==> src/rtl/can_fault_confinement_if.sv <==
// Signal bundle between the CAN protocol core and the fault-confinement engine.
interface can_fault_confinement_if #(parameter int CNT_W = 8);
  logic             sample_point;
  logic             rx_bit;
  logic             tx_active;
  logic             bit_error;
  logic             stuff_error;
  logic             crc_error;
  logic             form_error;
  logic             ack_error;
  logic             tx_err_exempt;
  logic             dominant_after_flag;
  logic             in_post_flag;
  logic             tx_ok;
  logic             rx_ok;
  logic             recover_req;
  logic [CNT_W:0]   tec;
  logic [CNT_W-1:0] rec;
  logic             error_active;
  logic             error_passive;
  logic             bus_off;
  logic             error_warning;
  logic             recovered;

  modport master (
    output sample_point, rx_bit, tx_active, bit_error, stuff_error, crc_error,
           form_error, ack_error, tx_err_exempt, dominant_after_flag,
           in_post_flag, tx_ok, rx_ok, recover_req,
    input  tec, rec, error_active, error_passive, bus_off, error_warning, recovered
  );

  modport slave (
    input  sample_point, rx_bit, tx_active, bit_error, stuff_error, crc_error,
           form_error, ack_error, tx_err_exempt, dominant_after_flag,
           in_post_flag, tx_ok, rx_ok, recover_req,
    output tec, rec, error_active, error_passive, bus_off, error_warning, recovered
  );
endinterface

==> src/rtl/can_fault_confinement.sv <==
// CAN fault confinement: owns TEC/REC, node error state and bus-off recovery.
// state      | meaning
// ST_ACTIVE  | error active, both counters below passive limit
// ST_PASSIVE | error passive, a counter at/above passive limit
// ST_BUS_OFF | bus off, counters frozen, recovery counting when armed
module can_fault_confinement #(
  parameter int CNT_W         = 8,
  parameter int PASSIVE_LIMIT = 128,
  parameter int WARN_LIMIT    = 96,
  parameter int REC_RELOAD    = 119,
  parameter int RECOVERY_SEQS = 128,
  parameter int RECOVERY_BITS = 11,
  parameter bit AUTO_RECOVER  = 1'b1
) (
  input logic clk,
  input logic rst,
  can_fault_confinement_if.slave bus
);
  localparam int BIT_W = $clog2(RECOVERY_BITS + 1);
  localparam int SEQ_W = $clog2(RECOVERY_SEQS + 1);
  localparam logic [CNT_W:0]   TEC_MAX   = (CNT_W+1)'(1 << CNT_W);
  localparam logic [CNT_W:0]   TEC_PL    = (CNT_W+1)'(PASSIVE_LIMIT);
  localparam logic [CNT_W:0]   TEC_WL    = (CNT_W+1)'(WARN_LIMIT);
  localparam logic [CNT_W-1:0] REC_PL    = CNT_W'(PASSIVE_LIMIT);
  localparam logic [CNT_W-1:0] REC_WL    = CNT_W'(WARN_LIMIT);
  localparam logic [CNT_W-1:0] REC_RL    = CNT_W'(REC_RELOAD);
  localparam logic [CNT_W-1:0] REC_MAX   = '1;
  localparam logic [BIT_W-1:0] BITS_END  = BIT_W'(RECOVERY_BITS);
  localparam logic [SEQ_W-1:0] SEQS_LAST = SEQ_W'(RECOVERY_SEQS - 1);

  typedef enum logic [1:0] {ST_ACTIVE, ST_PASSIVE, ST_BUS_OFF} state_t;

  state_t           state;
  logic [CNT_W:0]   tec_q, tec_nxt;
  logic [CNT_W-1:0] rec_q, rec_nxt;
  logic [CNT_W+1:0] tec_sum;
  logic [CNT_W:0]   rec_sum;
  logic [4:0]       dom_run, dom_nxt, rec_add;
  logic [BIT_W-1:0] rcv_bits, bits_nxt;
  logic [SEQ_W-1:0] rcv_seqs;
  logic             armed, err_ev, post_hit, tx_inc, any_inc;
  logic             ea_q, ep_q, bo_q, recovered_q;

  always_comb begin
    err_ev   = bus.bit_error | bus.stuff_error | bus.crc_error | bus.form_error | bus.ack_error;
    dom_nxt  = dom_run + 5'd1;
    // Dominant run penalises at 14 and every 8 bits after; the counter folds 22 back to 14.
    post_hit = bus.sample_point & bus.in_post_flag & ~bus.rx_bit &
               ((dom_nxt == 5'd14) | (dom_nxt == 5'd22));
    tx_inc   = bus.tx_active & ((err_ev & ~bus.tx_err_exempt) | bus.dominant_after_flag | post_hit);
    rec_add  = 5'd0;
    if (!bus.tx_active)
      rec_add = {4'd0, err_ev} + (bus.dominant_after_flag ? 5'd8 : 5'd0) + (post_hit ? 5'd8 : 5'd0);
    any_inc  = tx_inc | (rec_add != 5'd0);
    tec_sum  = {1'b0, tec_q} + (CNT_W+2)'(8);
    rec_sum  = {1'b0, rec_q} + (CNT_W+1)'(rec_add);
    bits_nxt = rcv_bits + 1'b1;

    tec_nxt = tec_q;
    if (tx_inc)
      tec_nxt = (tec_sum > {1'b0, TEC_MAX}) ? TEC_MAX : tec_sum[CNT_W:0];
    else if (!any_inc && bus.tx_ok && tec_q != '0)
      tec_nxt = tec_q - 1'b1;

    rec_nxt = rec_q;
    if (rec_add != 5'd0)
      rec_nxt = rec_sum[CNT_W] ? REC_MAX : rec_sum[CNT_W-1:0];
    else if (!any_inc && bus.rx_ok) begin
      if (rec_q >= REC_PL)
        rec_nxt = REC_RL;
      else if (rec_q != '0)
        rec_nxt = rec_q - 1'b1;
    end
  end

  always_ff @(posedge clk or posedge rst) begin
    if (rst) begin
      state       <= ST_ACTIVE;
      tec_q       <= '0;
      rec_q       <= '0;
      dom_run     <= '0;
      rcv_bits    <= '0;
      rcv_seqs    <= '0;
      armed       <= 1'b0;
      ea_q        <= 1'b1;
      ep_q        <= 1'b0;
      bo_q        <= 1'b0;
      recovered_q <= 1'b0;
    end else begin
      recovered_q <= 1'b0;
      if (!bus.in_post_flag)
        dom_run <= '0;
      else if (bus.sample_point)
        dom_run <= bus.rx_bit ? 5'd0 : ((dom_nxt == 5'd22) ? 5'd14 : dom_nxt);

      case (state)
        ST_ACTIVE, ST_PASSIVE: begin
          tec_q <= tec_nxt;
          rec_q <= rec_nxt;
          if (tec_q >= TEC_MAX) begin
            state <= ST_BUS_OFF;
            ea_q  <= 1'b0;
            ep_q  <= 1'b0;
            bo_q  <= 1'b1;
            armed <= AUTO_RECOVER;
          end else if (tec_q >= TEC_PL || rec_q >= REC_PL) begin
            state <= ST_PASSIVE;
            ea_q  <= 1'b0;
            ep_q  <= 1'b1;
            bo_q  <= 1'b0;
          end else begin
            state <= ST_ACTIVE;
            ea_q  <= 1'b1;
            ep_q  <= 1'b0;
            bo_q  <= 1'b0;
          end
        end
        default: begin
          if (bus.recover_req)
            armed <= 1'b1;
          if (armed && bus.sample_point) begin
            if (!bus.rx_bit)
              rcv_bits <= '0;
            else if (bits_nxt == BITS_END) begin
              rcv_bits <= '0;
              if (rcv_seqs == SEQS_LAST) begin
                rcv_seqs    <= '0;
                armed       <= 1'b0;
                tec_q       <= '0;
                rec_q       <= '0;
                state       <= ST_ACTIVE;
                ea_q        <= 1'b1;
                bo_q        <= 1'b0;
                recovered_q <= 1'b1;
              end else
                rcv_seqs <= rcv_seqs + 1'b1;
            end else
              rcv_bits <= bits_nxt;
          end
        end
      endcase
    end
  end

  assign bus.tec           = tec_q;
  assign bus.rec           = rec_q;
  assign bus.error_active  = ea_q;
  assign bus.error_passive = ep_q;
  assign bus.bus_off       = bo_q;
  assign bus.recovered     = recovered_q;
  assign bus.error_warning = (state != ST_BUS_OFF) && (tec_q >= TEC_WL || rec_q >= REC_WL);
endmodule

==> src/flat_wrapper.sv <==
// flat-port wrapper written by rule: the top's interface ports become plain ports
module can_fault_confinement_flat 
#(
  parameter int CNT_W         = 8,
  parameter int PASSIVE_LIMIT = 128,
  parameter int WARN_LIMIT    = 96,
  parameter int REC_RELOAD    = 119,
  parameter int RECOVERY_SEQS = 128,
  parameter int RECOVERY_BITS = 11,
  parameter bit AUTO_RECOVER  = 1'b1
)
  (clk, rst, bus_sample_point, bus_rx_bit, bus_tx_active, bus_bit_error, bus_stuff_error, bus_crc_error, bus_form_error, bus_ack_error, bus_tx_err_exempt, bus_dominant_after_flag, bus_in_post_flag, bus_tx_ok, bus_rx_ok, bus_recover_req, bus_tec, bus_rec, bus_error_active, bus_error_passive, bus_bus_off, bus_error_warning, bus_recovered);
  can_fault_confinement_if #(.CNT_W(CNT_W)) bus_i ();
  input logic clk;
  input logic rst;
  input wire logic [$bits(bus_i.sample_point)-1:0] bus_sample_point;
  input wire logic [$bits(bus_i.rx_bit)-1:0] bus_rx_bit;
  input wire logic [$bits(bus_i.tx_active)-1:0] bus_tx_active;
  input wire logic [$bits(bus_i.bit_error)-1:0] bus_bit_error;
  input wire logic [$bits(bus_i.stuff_error)-1:0] bus_stuff_error;
  input wire logic [$bits(bus_i.crc_error)-1:0] bus_crc_error;
  input wire logic [$bits(bus_i.form_error)-1:0] bus_form_error;
  input wire logic [$bits(bus_i.ack_error)-1:0] bus_ack_error;
  input wire logic [$bits(bus_i.tx_err_exempt)-1:0] bus_tx_err_exempt;
  input wire logic [$bits(bus_i.dominant_after_flag)-1:0] bus_dominant_after_flag;
  input wire logic [$bits(bus_i.in_post_flag)-1:0] bus_in_post_flag;
  input wire logic [$bits(bus_i.tx_ok)-1:0] bus_tx_ok;
  input wire logic [$bits(bus_i.rx_ok)-1:0] bus_rx_ok;
  input wire logic [$bits(bus_i.recover_req)-1:0] bus_recover_req;
  output wire logic [$bits(bus_i.tec)-1:0] bus_tec;
  output wire logic [$bits(bus_i.rec)-1:0] bus_rec;
  output wire logic [$bits(bus_i.error_active)-1:0] bus_error_active;
  output wire logic [$bits(bus_i.error_passive)-1:0] bus_error_passive;
  output wire logic [$bits(bus_i.bus_off)-1:0] bus_bus_off;
  output wire logic [$bits(bus_i.error_warning)-1:0] bus_error_warning;
  output wire logic [$bits(bus_i.recovered)-1:0] bus_recovered;
  assign bus_i.sample_point = bus_sample_point;
  assign bus_i.rx_bit = bus_rx_bit;
  assign bus_i.tx_active = bus_tx_active;
  assign bus_i.bit_error = bus_bit_error;
  assign bus_i.stuff_error = bus_stuff_error;
  assign bus_i.crc_error = bus_crc_error;
  assign bus_i.form_error = bus_form_error;
  assign bus_i.ack_error = bus_ack_error;
  assign bus_i.tx_err_exempt = bus_tx_err_exempt;
  assign bus_i.dominant_after_flag = bus_dominant_after_flag;
  assign bus_i.in_post_flag = bus_in_post_flag;
  assign bus_i.tx_ok = bus_tx_ok;
  assign bus_i.rx_ok = bus_rx_ok;
  assign bus_i.recover_req = bus_recover_req;
  assign bus_tec = bus_i.tec;
  assign bus_rec = bus_i.rec;
  assign bus_error_active = bus_i.error_active;
  assign bus_error_passive = bus_i.error_passive;
  assign bus_bus_off = bus_i.bus_off;
  assign bus_error_warning = bus_i.error_warning;
  assign bus_recovered = bus_i.recovered;
  can_fault_confinement #(.CNT_W(CNT_W), .PASSIVE_LIMIT(PASSIVE_LIMIT), .WARN_LIMIT(WARN_LIMIT), .REC_RELOAD(REC_RELOAD), .RECOVERY_SEQS(RECOVERY_SEQS), .RECOVERY_BITS(RECOVERY_BITS), .AUTO_RECOVER(AUTO_RECOVER)) u_core (.clk(clk), .rst(rst), .bus(bus_i));
endmodule
==> config.mk <==
export PLATFORM = sky130hd
export DESIGN_NAME = can_fault_confinement_flat
export DESIGN_NICKNAME = d
export VERILOG_FILES = /design/src/rtl/can_fault_confinement_if.sv /design/src/rtl/can_fault_confinement.sv /design/src/flat_wrapper.sv
export SDC_FILE = /design/constraint.sdc
export NUM_CORES = 1
export LEC_CHECK = 0
export CORE_ASPECT_RATIO = 0.5
export CORE_MARGIN = 3
export CORE_UTILIZATION = 35
export DETAILED_ROUTE_END_ITERATION = 8
export SLEW_MARGIN = 20
export SYNTH_ARGS = -nofsm -noshare
export SYNTH_HDL_FRONTEND = slang
export SYNTH_SLANG_ARGS = --single-unit
==> constraint.sdc <==
create_clock -name clk -period 5.2 [get_ports clk]
set_input_delay 0.78 -clock clk [delete_from_list [all_inputs] [get_ports clk]]
set_output_delay 0.78 -clock clk [all_outputs]
set_load 0.1 [all_outputs]
# After elaboration in Yosys (flattened, before gate mapping)
# Cells that the tools add are included.
[op_classes]
addsub = 9
order_cmp = 6
eq_ne = 11
muxes = 62
bitwise_logic = 16
n_reduce_logical = 22
[op_table]
columns = ["op", "n"]
rows = [
  ["8-bit 2-to-1 mux", 11],
  ["9-bit 2-to-1 mux", 8],
  ["1-bit 2-to-1 mux", 28],
  ["5-bit 2-to-1 mux", 5],
  ["4-bit 2-to-1 mux", 4],
  ["2-bit 2-to-1 mux", 6],
  ["9-bit by 4-bit adder with 10-bit output, second input constant", 1],
  ["10-bit by 9-bit greater-than comparator with 1-bit output, second input constant", 1],
  ["8-bit by 5-bit adder with 9-bit output", 1],
  ["9-bit by 7-bit >= comparator with 1-bit output, second input constant", 1],
  ["9-bit by 8-bit >= comparator with 1-bit output, second input constant", 1],
  ["9-bit >= comparator, second input constant", 1],
  ["9-bit nonzero test", 1],
  ["9-bit by 1-bit subtractor with 9-bit output, second input constant", 1],
  ["8-bit by 1-bit adder with 8-bit output, second input constant", 1],
  ["8-bit by 7-bit == test with 1-bit output, second input constant", 1],
  ["8-bit by 7-bit >= comparator with 1-bit output, second input constant", 1],
  ["8-bit >= comparator, second input constant", 1],
  ["1-bit OR", 8],
  ["4-bit AND reduction", 2],
  ["2-bit nonzero test", 4],
  ["8-bit nonzero test", 1],
  ["8-bit by 1-bit subtractor with 8-bit output, second input constant", 1],
  ["3-bit by 1-bit inequality test with 1-bit output, second input constant", 2],
  ["other kinds (22)", 34],
]
[word_totals]
regBits = 41
inputBits = 16
output_inout_bits = 22
elab_cells = 137

# Depth between registers and ports, before layout
# Gate-level depths: netlist (run 1).
[logic_depth]
ltp_word = 15
depth_mapped = 16
depth_no_buf = 16

# Worst setup path after synthesis (run 1)
# Ideal clock, no wire load.
[synth_path]
path_kind = "flip-flop to output port"
startpoint = "register u_core.rec_q[6] (netlist: u_core.bus.rec[6])"
endpoint = "output bus_error_warning"
arrival_time_ns = 3.011
t_required_ns = 4.420
setup_slack_ns = 1.409
path_stages_with_launch = 4
n_path_buf = 1
path_cell_list = "dfrtp_1 -> clkbuf_1 -> nand2_1 -> a32oi_1"
[synth_between]
elab_chain_cells = 3
[synth_rtl]
columns = ["item", "line_no", "text"]
rows = [
  ["from (decl)", "can_fault_confinement.sv:35", "logic [CNT_W-1:0] rec_q, rec_nxt;"],
  ["from (signal assigned)", "can_fault_confinement.sv:99", "rec_q <= rec_nxt;"],
  ["8-bit by 7-bit >= comparator with 1-bit output", "can_fault_confinement.sv:151", "assign bus.error_warning = (state != ST_BUS_OFF) && (tec_q >= TEC_WL || rec_q >= REC_WL);"],
  ["1-bit logical OR", "can_fault_confinement.sv:151", ""],
  ["1-bit logical AND", "can_fault_confinement.sv:151", ""],
  ["to (decl)", "flat_wrapper.sv:35", "output wire logic [$bits(bus_i.error_warning)-1:0] bus_error_warning;"],
]
# No other way between the ends.

# Worst setup path after layout (run 1)
[layout_path]
startpoint = "register u_core.dom_run[0]"
endpoint = "register u_core.rec_q[2] (netlist: u_core.bus.rec[2])"
[layout_between]
elab_chain_cells = 13
word_cells_on_any_way = 21
cone_classes = "add/sub (3); eq/ne (4); mux (5); bitwise (5); reduce/logical (4)"
[layout_rtl]
columns = ["item", "line_no", "text"]
rows = [
  ["from (decl)", "can_fault_confinement.sv:38", "logic [4:0] dom_run, dom_nxt, rec_add;"],
  ["from (signal assigned)", "can_fault_confinement.sv:94", "dom_run <= bus.rx_bit ? 5'd0 : ((dom_nxt == 5'd22) ? 5'd14 : dom_nxt);"],
  ["5-bit by 1-bit adder with 5-bit output *", "can_fault_confinement.sv:46", "dom_nxt = dom_run + 5'd1;"],
  ["5-bit by 4-bit == test with 1-bit output or 5-bit == test (tied branches)", "can_fault_confinement.sv:49", "((dom_nxt == 5'd14) | (dom_nxt == 5'd22));"],
  ["1-bit OR *", "can_fault_confinement.sv:49", ""],
  ["1-bit AND *", "can_fault_confinement.sv:48", "post_hit = bus.sample_point & bus.in_post_flag & ~bus.rx_bit &"],
  ["branches (longest 9 deep; another with 8-bit by 5-bit adder with 9-bit output)", "n/a", ""],
]
# Mark *: on every way between the ends.
# A chain may end at the register's enable or synchronous reset.

==> summary.md, run 1 <==
| Metric | Value |
|---|---|
| Leakage | about 1.5 nW |
| GRT overflow | 0 |
| Routability cong. | 0.875 |
| Skew final | 0.00429 ns |
| Mean Syn Cell Area | 8.42 sq um |
| Power per cell area | roughly 220 nW/um^2 |
| Vias per inst | 5.64 |
| Clock buffer depth | 2 |
| Final setup fails | 0 |
| Post-layout util | between 40 and 50% |
| CTS sink count | 40 |
| Total CTS buffers | 5 |
| Row count | 23 |
| Hold Path Cell Cnt | 1 |
| CTS tree | done |
| Fmax | ~260 MHz |
| Diode count | 0 |
| 1st-pass router iterations | 5 |
| CP max stage delay | about 0.46 ns |
| Fin nets | 430 |
| Post-CTS sizing | 0 |
| Yosys cell types | 68 |
| Worst Path Arrival | ~4 ns |
| Crit path time final | 3.84 ns |
| Buffers & Inverters on Critical Path | 0 |
| Via count | 2874 |
| Crit end category | flip-flop |
| Yosys top cell by area | dfrtp_1 |
| Final Hold Violating Endpoints | 0 |
| Layout area overhead | 20.1% |
| Antenna violations before repair | 0 |
| Max-slew violation count | 0 |
| Outcome | finished clean |
| Slowest-stage cell, CP | a41oi_1 |
| Ys async rst share | 100% |
| CTS H-tree depth | 2 |
| Worst flop-to-flop path startpoint | u_core.dom_run[0] |
| Area of the die | 10000 sq um |
| Post-DR wirelength/cell | 15.4 microns |
| FF-to-FF End | u_core.bus.rec[2] |
| Antenna-violating nets left | 0 |
| Post-CTS setup buffers | 0 |
| Post-synthesis sequential area ratio | 32.5% |
| Dpl hpwl | 5810 microns |
| Hold Crit Class | flip-flop to flip-flop |
| Mapped Area | 3080 sq um |
| WP data required | 5.38 ns |
| Synth Flop Type | dfrtp_1 |
| RSZ-0062 raised after global routing | false |
| Synth warnings | 0 |
| Dpl cell area | around 3500 sq um |
| Clk root buf | clkbuf_16 |
| Cell family with most CP delay | compound AO/OA/AOI/OAI gates |
| Die W | ~140 microns |
| Post-CTS Hold Buffers | 0 |
| Setup TNS | 0 ns |
| Register-to-register path setup slack | 1.36 ns |
| Vias in the first global route | 2670 |
| Post-Route WL | 7840 microns |
| Most used cell, CP | ha_1 |
| Hold Path End | u_core.rcv_seqs[2] |
| Initial Utilization | between 30% and 40% |
| Crit share post-route | 73.9% |
| Syn Inst Count | between 300 and 400 |
| Starting DRC count in detailed routing | 298 |
| Die Y-Extent | 72.4 microns |
| Worst-path cell chain | ha_1 > and4b_1 > o21ai_2 > nand2_1 > xor2_1 > nor3_1 > ha_1 > nor2b_1 > ha_1 > a31oi_1 > o21bai_1 > a41oi_1 > a22oi_1 > a22o_1 |
| Share of cells above drive strength 1 | between 7 and 8% |
| Clk slew on worst S/H paths | 0.06 ns |
| Worst-skew pair later-pin latency | 0.29 ns |
| Crit path max fanout | 7 |
| Largest net degree at the start of global routing | approximately 40 |
| Max_cap viols | 0 |
| Hold slack | 0.491 ns |
| Net count after synthesis | around 400 |
| Number of flops mapped to enable cells by yosys | 0 |
| Global-route wire length before repair | 13400 microns |
| Synth top area cells | dfrtp_1 (32%), ha_1 (6.9%), nand2_1 (4.5%), nor3_1 (3.2%), xnor2_1 (3.1%) |
| Worst Hold Launch | u_core.rcv_seqs[2] |
| Worst-margin pin slew | about 0.98 ns |
| IO Pins | 38 |
| Crit start category | flip-flop |
| Peak supply drop | 0.117 mV |
| Layout Cell Area excl Fill | 3700 sq um |
| Synth Register Bits | 40 |
| Reg2reg path depth | 14 |
| Post-synth top area share | a little under a third |
| All-Layer GR Usage | 16.2% |
| Core area | 8290 sq um |
| WP depth | 14 |
| # port buffers | 37 |
| Residual DRC | 0 |
| Rel. slew slack | 34.2% |
| Setup Crit Path Kind | flip-flop to flip-flop |
cell families (layout without fill, tap and decap cells):
| kind of cell | after synthesis | after routing | synth area share (%) |
|---|---|---|---|
| buffers and inverters | 35 | 67 | 4.95 |
| AO/OA/AOI/OAI | 103 | 103 | 24.0 |
| flip-flops | 40 | 40 | 32.5 |
| multiplexers | 6 | 6 | 1.99 |
| adder cells (fa/ha/maj) | 17 | 17 | 6.90 |
| XOR/XNOR | 15 | 15 | 4.26 |
| AND/OR/NAND/NOR | 150 | 150 | 25.3 |
cells in the final DEF, fill, tap and decap left out, types with 4 or more instances in the layout:
master           count
nand4_1              7
nand2b_1             4
nand2_1             37
dfrtp_1             39
a21o_1               5
o22ai_1              6
mux2i_1              5
nor2b_1              4
xnor2_1             11
nor3_1              20
xor2_1               4
a31oi_1              6
and2_1               9
and3_1               7
a22o_1               8
clkbuf_16            5
a21oi_1             16
nand3_1             14
o21ai_0             18
nor4_1               6
inv_1               19
ha_1                17
nor2_1              23
clkdlybuf4s50_1     37
power by group:
group / switching, mW / total (mW) / internal [mW]
clock: 0.136 / 0.364 / 0.228
combinational: 0.0742 / 0.120 / 0.0457
sequential: 0.0120 / 0.329 / 0.317
total: 0.222 / 0.813 / 0.591
layout make-up:
type / count / area [sq um]
fill: 787 / 4590
multi-input combinational: 291 / 1930
sequential: 40 / 1000
timing repair buffer: 38 / 378
tap: 112 / 140
clock buffer: 5 / 125
inverter: 21 / 80.1
clock inverter: 3 / 47.5
cell usage after synthesis, types with 5 or more instances:
library cell and instances:
dfrtp_1 39, nand2_1 37, nor2_1 23, nor3_1 20, inv_1 19, o21ai_0 18, ha_1 17, a21oi_1 16
nand3_1 14, xnor2_1 11, and2_1 9, a22o_1 8, clkbuf_1 8, and3_1 7, nand4_1 7, a31oi_1 6
nor4_1 6, o22ai_1 6, a21o_1 5, mux2i_1 5
flip-flops by register name (all words and copies together) (netlist names):
name,cells
u_core.bus.tec,9
u_core.bus.rec,8
u_core.rcv_seqs,8
u_core.dom_run,5
u_core.rcv_bits,4
u_core.armed,1
u_core.bus.bus_off,1
u_core.bus.error_active,1
u_core.bus.error_passive,1
u_core.bus.recovered,1
u_core.state,1
metrics by stage:
stage          worst slack, ns  power (mW)  cells
2_1_floorplan             1.41       0.417    366
3_3_place_gp              1.32       0.451    502
3_5_place_dp              1.21       0.454    502
4_1_cts                   1.34       0.823    510
5_1_grt                  0.949       0.847    510
6_report                  1.36       0.813    510
worst register-to-register path: stages, from the launching register on:
cell and delay [ns]:
dfrtp_1 0.45, ha_1 0.31, and4b_1 0.24, o21ai_2 0.23, nand2_1 0.10, xor2_1 0.15, nor3_1 0.23, ha_1 0.28
nor2b_1 0.14, ha_1 0.32, a31oi_1 0.27, o21bai_1 0.15, a41oi_1 0.46, a22oi_1 0.19, a22o_1 0.21
layer usage:
| metal | wire (microns) | part of all wire (%) | vias up | track usage [%] |
|---|---|---|---|---|
| met2 | 3600 | 46 | 87 | 25.1 |
| met1 | 3770 | 48 | 1368 | 22.7 |
| met5 | 0 | 0 | - | 0 |
| met3 | 393 | 5.0 | 8 | 4.15 |
| met4 | 78 | 0.99 | 0 | 4.45 |
| li1 | - | - | 1411 | - |
how the worst max path moves through the flow:
| stage | slack [ns] | startpoint | endpoint |
|---|---|---|---|
| finish | 1.36 | u_core.dom_run[0] | u_core.bus.rec[2] |
| global route | 0.95 | u_core.dom_run[0] | u_core.bus.rec[2] |
| CTS | 1.34 | u_core.dom_run[0] | u_core.bus.rec[2] |
| detailed placement | 1.21 | bus_sample_point | u_core.bus.rec[2] |
| global placement | 1.32 | bus_sample_point | u_core.bus.rec[5] |
| floorplan | 1.41 | u_core.bus.rec[6] | bus_error_warning |
No activity file was read; power rests on OpenSTA's default activity.
==> run 2: changes to the inputs <==
==> constraint.sdc (replaced) <==
create_clock -name clk -period 3.9 [get_ports clk]
set_input_delay 0.585 -clock clk [delete_from_list [all_inputs] [get_ports clk]]
set_output_delay 0.585 -clock clk [all_outputs]
set_load 0.1 [all_outputs]
==> summary.md, run 2 (same netlist as run 1, synthesis figures left out) <==
| Metric | Value |
|---|---|
| Outcome | finished clean (unchanged) |
| Max reg flops | 9 (unchanged) |
| Cell family with most CP delay | compound AO/OA/AOI/OAI gates (unchanged) |
| Dpl hpwl | 5830 microns (was 5810 microns) |
| Worst-skew pair later-pin latency | 0.29 ns (about the same) |
| Peak supply drop | 0.206 mV (was 0.117 mV) |
| Via count | 2908 (was 2874) |
| CTS tree | done (unchanged) |
| Power per cell area | 278 nW/um^2 (was 220 nW/um^2) |
| CTS sink count | 40 (unchanged) |
| Logic pwr share | 15.6% (was 14.8%) |
| # port buffers | 37 (unchanged) |
| Final setup fails | 0 (unchanged) |
| Row count | 23 (unchanged) |
| Worst-path cell chain | ha_2 > and4b_1 > o21ai_2 > nand2_1 > xor2_1 > nor3_2 > ha_1 > nor2b_1 > ha_1 > a31oi_2 > o21bai_2 > a41o_1 > nor2_1 > a21oi_1 > a21oi_1 > o2bb2ai_1 (was ha_1 > and4b_1 > o21ai_2 > nand2_1 > xor2_1 > nor3_1 > ha_1 > nor2b_1 > ha_1 > a31oi_1 > o21bai_1 > a41oi_1 > a22oi_1 > a22o_1) |
| Layout area overhead | 20.6% (was 20.1%) |
| Leakage | 1.54 nW (was 1.55 nW) |
| Max-slew violation count | 0 (unchanged) |
| Crit end category | flip-flop (unchanged) |
| WP data required | 4.07 ns (was 5.38 ns) |
| Crit path time final | 3.52 ns (was 3.84 ns) |
| Most frequent cells in the layout | dfrtp_1 (38), nand2_1 (37), clkdlybuf4s50_1 (35) (was dfrtp_1 (39), nand2_1 (37), clkdlybuf4s50_1 (37)) |
| Buffers & Inverters on Critical Path | 0 (unchanged) |
| Largest net degree at the start of global routing | 24 (was 41) |
| Post-CTS Hold Buffers | 0 (unchanged) |
| Die W | 139 microns (unchanged) |
| WL met3 | 361 microns (was 393 microns) |
| Clock Power Share | 41.9% (was 44.8%) |
| Crit start category | flip-flop (unchanged) |
| 1st-pass router iterations | 4 (was 5) |
| Core area | 8290 sq um (unchanged) |
| Switching portion of total power | 28.3% (was 27.3%) |
| Post-Route WL | 7850 microns (was 7840 microns) |
| GRT overflow | 0 (unchanged) |
| IO Pins | 38 (unchanged) |
| Worst Path Arrival | 3.69 ns (was 4.02 ns) |
| Area of the die | 10000 sq um (unchanged) |
| CTS H-tree depth | 2 (unchanged) |
| Clk root buf | clkbuf_16 (unchanged) |
| Final Hold Violating Endpoints | 0 (unchanged) |
| Routability cong. | 0.831 (was 0.875) |
| Antenna violations before repair | 0 (unchanged) |
| M1 wire length | 3920 microns (was 3770 microns) |
| Rel. slew slack | 33.9% (was 34.2%) |
| Die Y-Extent | 72.4 microns (unchanged) |
| Max layer used | met4 (unchanged) |
| Most common cell after layout, fill and taps aside | dfrtp_1 (unchanged) |
| Setup Crit Path Kind | flip-flop to flip-flop (unchanged) |
| Worst-margin pin slew | 0.988 ns (was 0.985 ns) |
| Diode count | 0 (unchanged) |
| Clk slew on worst S/H paths | 0.06 ns (about the same) |
| Post-DR wirelength/cell | 15.3 microns (was 15.4 microns) |
| Hold slack | 0.479 ns (was 0.491 ns) |
| Max_cap viols | 0 (unchanged) |
| Hold Crit Class | flip-flop to flip-flop (unchanged) |
| Global-route wire length before repair | 13500 microns (was 13400 microns) |
| Vias in the first global route | 2646 (was 2670) |
| Met2 wire len | 3530 microns (was 3600 microns) |
| Clock buffer depth | 2 (unchanged) |
| RSZ-0062 raised after global routing | false (unchanged) |
| Setup TNS | 0 ns (unchanged) |
| Fmax | 284 MHz (was 260 MHz) |
| Slowest-stage cell, CP | dfrtp_1 (was a41oi_1) |
| Initial Utilization | 37.2% (unchanged) |
| Sw power | 0.293 mW (was 0.222 mW) |
| Sequential share of power | 42.5% (was 40.5%) |
| Tot Pwr | 1.03 mW (was 0.813 mW) |
| Share of cells above drive strength 1 | 9.50% (was 7.04%) |
| Skew final | 0.00638 ns (was 0.00429 ns) |
| Vias per inst | 5.68 (was 5.64) |
| Total CTS buffers | 5 (unchanged) |
| Starting DRC count in detailed routing | 273 (was 298) |
| Antenna-violating nets left | 0 (unchanged) |
| Post-CTS setup buffers | 0 (unchanged) |
| Crit path max fanout | 7 (unchanged) |
| Fin nets | 432 (was 430) |
| CP max stage delay | 0.43 ns (was 0.46 ns) |
| All-Layer GR Usage | 16.3% (was 16.2%) |
| Int Power | 0.740 mW (was 0.591 mW) |
| Post-layout util | 44.9% (was 44.6%) |
| Residual DRC | 0 (unchanged) |
| Crit share post-route | 90.3% (was 73.9%) |
## run 2: cell types whose count changed in the layout (fill, tap and decap cells not counted), moves of 2 or more
cell,before,now
buf_4,1,5
clkdlybuf4s50_1,37,35
clkinvlp_4,0,2
clkinv_4,2,0
## run 2: stage by stage
stage          instances  setup WS [ns]  area (sq um)
2_1_floorplan        366          0.304          3080
3_3_place_gp         504          0.247          3540
3_5_place_dp         504          0.110          3540
4_1_cts              512         0.0936          3690
5_1_grt              512         0.0613          3720
6_report             512          0.377          3720
## run 2: cell type report
| cell class | count | area, sq um |
|---|---|---|
| Clock inverter | 2 | 15.0 |
| Timing Repair Buffer | 40 | 388 |
| Sequential cell | 40 | 1000 |
| Tap cell | 112 | 140 |
| Multi-Input combinational cell | 291 | 1950 |
| Fill cell | 818 | 4570 |
| Inverter | 21 | 80.1 |
| Clock buffer | 6 | 139 |
## run 2: path summary, 6_finish.rpt
kind	start	endpoint	slack, ns	depth (start not counted)
setup / recovery	u_core.dom_run[1]	u_core.bus.rec[5]	0.38	16
hold / removal	u_core.rcv_seqs[6]	u_core.rcv_seqs[6]	0.48	1
setup reg to reg	u_core.dom_run[1]	u_core.bus.rec[5]	0.38	16
hold reg to reg	u_core.rcv_seqs[6]	u_core.rcv_seqs[6]	0.48	1
max in group asynchronous	rst	u_core.dom_run[0]	2.32	3
min in group asynchronous	rst	u_core.bus.tec[3]	0.79	2
## run 2: what timing repair did
action,in CTS,in global routing
resized for setup,0,6
setup endpoints to repair,0,7
endpoints found under the hold margin,0,0
## run 2: per-layer routing
layer	vias to the layer above	track usage, %
li1	1418	-
met1	1404	24.1
met2	82	25.3
met3	4	3.62
met4	0	1.95
met5	-	0
## run 2: power groups by stage
stage,sequential (mW),clock [mW],combinational [mW]
global route,0.442,0.465,0.178
finish,0.439,0.433,0.161
CTS,0.439,0.446,0.160
global placement,0.446,0,0.158
floorplan,0.464,0,0.0918
detailed placement,0.447,0,0.159
==> run 3: changes to the inputs <==
--- a/config.mk
+++ b/config.mk
@@ -5,6 +5,7 @@
 export SDC_FILE = /design/constraint.sdc
 export NUM_CORES = 1
 export LEC_CHECK = 0
+export CAP_MARGIN = 10
 export CORE_ASPECT_RATIO = 0.5
 export CORE_MARGIN = 3
 export CORE_UTILIZATION = 35
==> results of run 3 <==
No change in the layout: final DEF, timing and power equal those of run 2.
